## src/rtl/fft_frame_sched.sv

```systemverilog
// Frame scheduler feeding a show-ahead FIFO into a streaming FFT sink with framing and frame counting.
// Optional macro FFT_FRAME_HOLD_EN: wait for the FFT source end-of-packet before starting the next frame.
module fft_frame_sched #(
    parameter int FFT_LEN = 128,
    parameter int RST_CYC = 16
) (
    input  logic        clk_50m,
    input  logic        rst,
    input  logic        run,
    input  logic        fifo_rd_empty,
    output logic        fifo_rdreq,
    input  logic        fft_ready,
    input  logic        fft_src_eop,
    output logic        fft_rst_n,
    output logic        fft_valid,
    output logic        fft_sop,
    output logic        fft_eop,
    output logic        frame_done,
    output logic [15:0] frame_cnt
);

    localparam int PW = $clog2(FFT_LEN);
    localparam int RW = $clog2(RST_CYC + 1);
    localparam logic [PW-1:0] PT_LAST  = PW'(FFT_LEN - 1);
    localparam logic [RW-1:0] RST_LAST = RW'(RST_CYC - 1);

    typedef enum logic [1:0] {
        RST_FFT,
        WAIT_RDY,
        STREAM,
        HOLD
    } state_t;

    state_t        state;
    logic [RW-1:0] rst_cnt;
    logic [PW-1:0] pt_cnt;

`ifndef FFT_FRAME_HOLD_EN
    logic unused_src_eop;
    assign unused_src_eop = fft_src_eop;
`endif

    // A beat moves only when the FIFO has data and the FFT sink accepts it.
    assign fft_valid  = (state == STREAM) & ~fifo_rd_empty & fft_ready;
    assign fifo_rdreq = fft_valid;
    assign fft_sop    = fft_valid & (pt_cnt == '0);
    assign fft_eop    = fft_valid & (pt_cnt == PT_LAST);

    always_ff @(posedge clk_50m or posedge rst) begin
        if (rst) begin
            state      <= RST_FFT;
            rst_cnt    <= '0;
            pt_cnt     <= '0;
            frame_cnt  <= '0;
            frame_done <= 1'b0;
            fft_rst_n  <= 1'b0;
        end else begin
            frame_done <= fft_eop;
            if (fft_valid) begin
                pt_cnt <= pt_cnt + 1'b1;
            end
            if (fft_eop) begin
                frame_cnt <= frame_cnt + 16'd1;
            end
            case (state)
                RST_FFT: begin
                    if (rst_cnt == RST_LAST) begin
                        fft_rst_n <= 1'b1;
                        state     <= WAIT_RDY;
                    end else begin
                        rst_cnt <= rst_cnt + 1'b1;
                    end
                end
                WAIT_RDY: begin
                    if (fft_ready && run) begin
                        state <= STREAM;
                    end
                end
                STREAM: begin
                    // A frame is never cut short; run is only consulted at its last beat.
                    if (fft_eop) begin
`ifdef FFT_FRAME_HOLD_EN
                        state <= HOLD;
`else
                        state <= run ? STREAM : WAIT_RDY;
`endif
                    end
                end
                HOLD: begin
`ifdef FFT_FRAME_HOLD_EN
                    if (fft_src_eop) begin
                        state <= run ? STREAM : WAIT_RDY;
                    end
`else
                    state <= WAIT_RDY;
`endif
                end
                default: state <= RST_FFT;
            endcase
        end
    end

endmodule

```

## config.mk

```make
export PLATFORM = sky130hd
export DESIGN_NAME = fft_frame_sched
export DESIGN_NICKNAME = d
export VERILOG_FILES = /design/src/rtl/fft_frame_sched.sv
export SDC_FILE = /design/constraint.sdc
export NUM_CORES = 1
export LEC_CHECK = 0
export BUFFER_PORTS_ARGS = -buffer_cell sky130_fd_sc_hd__buf_2
export CAP_MARGIN = 20
export CORE_MARGIN = 2
export CORE_UTILIZATION = 55
export DETAILED_ROUTE_END_ITERATION = 10
export MAX_ROUTING_LAYER = met4
export PLACE_DENSITY = 0.89
export SLEW_MARGIN = 20
export SYNTH_ARGS = -nofsm -noshare
export SYNTH_HDL_FRONTEND = slang
export SYNTH_SLANG_ARGS = --single-unit
```

## constraint.sdc

```tcl
create_clock -name clk_50m -period 3.4 [get_ports clk_50m]
set_input_delay 0.51 -clock clk_50m [delete_from_list [all_inputs] [get_ports clk_50m]]
set_output_delay 0.51 -clock clk_50m [all_outputs]
set_load 0.005 [all_outputs]
```

==> results.toml <==
[global_routing]
grt_util_all_layers_pct = 19.3
busiest_layer = "met2"
antenna_found_initial = 0
use_met1_pct = 22.7
met2_usage_pct = 29.2
grt_pass1_vias = 996
use_met3_pct = 4.91
overflow = 0
grt_max_degree = 33
grt_pass1_wl_mm = 4.53

[layout]
syn_to_final_growth_pct = 12.6
diodes = 0
postLayoutCellArea_sq_um = 1780
nFillCells = 218
drive_gt1_share_pct = 27.0
finalNetCount = 176

[yosys]
netlist_area_sq_um = 1580
async_flop_share_pct = 100
synth_common_cells = "dfrtp_1, xnor2_1, nand2_1"
synth_edf_count = 0
synth_seq_cells = 32
synth_top_cell_by_area = "dfrtp_1"
synth_top_flop_cell = "dfrtp_1"
synth_top_area_share_pct = 50.6
synth.distinct_cells = 31
yosysMostFrequentCell = "dfrtp_1"
syn_avg_cell_area_sq_um = 11.9
syn_inst = 133
synth.area.top_cells = "dfrtp_1, xnor2_1, ha_1"
yosysSeqAreaShare_pct = 50.6
synth_fp_nets = 147
synth_warnings = 0

[detailed_routing]
wl_per_cell_um = 13.7
drtIter0Drc = 22
ant_nets = 0
drc_errors = 0
num_vias = 1028
drt-pass1-iter-count = 4
avgViaCountPerCell = 5.30
finalWirelength_mm = 2.65

[floorplan]
core_sq_um = 2760
die-area_sq_um = 3330
die_h_um = 57.7
start_util_pct = 57.4
dieWidth_um = 57.7
rows = 19
io_pins = 28

[clock_network]
cts_root_buf = "clkbuf_4"
clk_latency_ps = 340
hold_buffers = 0
ctsResizeCount = 0
cts.sinks = 32
clk_pin_slew_ps = 100
htreeDepth = 2
numCtsBuffers = 5
cts_setup_buffers = 0
cts_tree = "built"
clk_path_buf_depth = 2

[timing]
worst_slew_pin_slew_ps = 637
setup_viol = 0
finalMaxSlewViolations = 0
fmax_ghz = 0.416
post-route-period-util_pct = 70.7
fin_skew_ps = 8.35
relSlewSlack_pct = 57.5
hold_viol_final = 0
grt_setup_unrepaired = "false"
finalSetupTns_ps = 0
period_needed_ps = 2410

[worst_setup_path]
cpPeakStageDelay_ps = 390
r2r-end = "frame_cnt[12]"
path_buf_inv = 2
setup.worst_path.class = "reg -> out"
r2r-start = "state[0]"
required_ps = 2890
startpoint_type = "flip-flop"
cp_cell_sequence = "inv_1 > ha_1 > nand3b_1 > nor4bb_1 > buf_2"
worst-r2r-setup-slack_ps = 1450
crit_fanout = 5
cp-end-kind = "output port"
r2r_cells = 6
arrival_ps = 1900
crit_family = "simple AND/OR/NAND/NOR gates"
cp_slowest_cell = "dfrtp_1"

[hold_path]
hold_class = "in -> async"

[power_and_ir_drop]
ir_drop_v = 0.000446
leakagePower_nw = 1.00
p_per_area_nw_per_um2 = 538

[placed_design]
io_buffers = 26
gp_congestion = 0.752
place_area_sq_um = 1730

[status]
status = "finished, final reports clean"

[run]
drv_cap = 0
[area by class of cell]
cell class | count | area (sq um) | area share [%]
sequential | 32 | 801 | 44.9
clock buffer | 8 | 58.8 | 3.30
tap | 31 | 38.8 | 2.17
multi-input combinational | 89 | 726 | 40.7
timing repair buffer | 26 | 130 | 7.29
inverter | 8 | 30.0 | 1.68
[layer usage]
metal / wire (um) / part of all wire [%] / up-vias
li1: - / - / 508
met1: 1140 / 43 / 490
met2: 1300 / 49 / 24
met3: 151 / 5.7 / 6
met4: 59 / 2.2 / 0
met5: 0 / 0 / -
[worst max-delay path by stage]
stage          slack, ps  cells after the start       to      from
6_report             990                      5  fft_sop  state[0]
5_1_grt              840                      5  fft_sop  state[0]
4_1_cts              970                      5  fft_sop  state[0]
3_5_place_dp        1360                      5  fft_sop  state[0]
3_3_place_gp        1460                      7  fft_eop  state[0]
2_1_floorplan       1650                      4  fft_sop  state[0]
[placed cells by master, fill, tap and decap left out, types with 2 or more instances in the layout]
master	netlist	final
mux2_2	4	4
clkbuf_1	1	2
nand2_1	11	11
nand4_1	5	5
nor2_1	6	6
buf_2	1	26
ha_1	8	8
and4_1	2	2
mux2i_1	2	2
xor2_1	8	8
nor4_1	3	3
a21oi_1	2	2
xnor2_1	16	16
nand4_4	2	2
nor3_2	2	2
inv_1	8	7
clkbuf_4	0	5
dfrtp_1	32	32
nand3_1	7	7
[flip-flops by register name, indices dropped and copies added, names as in the netlist]
signal,count
frame_cnt,16
pt_cnt,7
rst_cnt,5
state,2
fft_rst_n,1
frame_done,1
[stage by stage]
| step | utilization, % | total power [mW] | worst slack [ps] | hold slack, ps | cells |
|---|---|---|---|---|---|
| final | 64.7 | 0.961 | 995 | 249 | 194 |
| after global routing | 64.7 | 1.03 | 843 | 296 | 194 |
| after CTS | 64.7 | 0.973 | 966 | 263 | 194 |
| after detailed placement | 62.6 | 0.744 | 1360 | 448 | 186 |
| after global placement | 62.6 | 0.720 | 1460 | 441 | 186 |
| after floorplan | - | 0.691 | 1650 | 438 | 133 |
[power breakdown]
group / internal [mW] / leakage (nW) / switching (mW)
Sequential: 0.441 / 0.427 / 0.0528
Clock: 0.102 / 0.0326 / 0.124
Combinational: 0.122 / 0.540 / 0.118
Total: 0.665 / 1.00 / 0.296
[cell families after synthesis]
group | count (synthesis) | share of synthesized area (%)
simple gates | 46 | 20.1
flops | 32 | 50.6
xor+xnor | 24 | 13.3
buf+inv | 12 | 3.63
fa+ha+maj | 8 | 6.32
mux | 6 | 4.11
compound gates | 5 | 1.97
No activity file was read; power rests on OpenSTA's default activity.
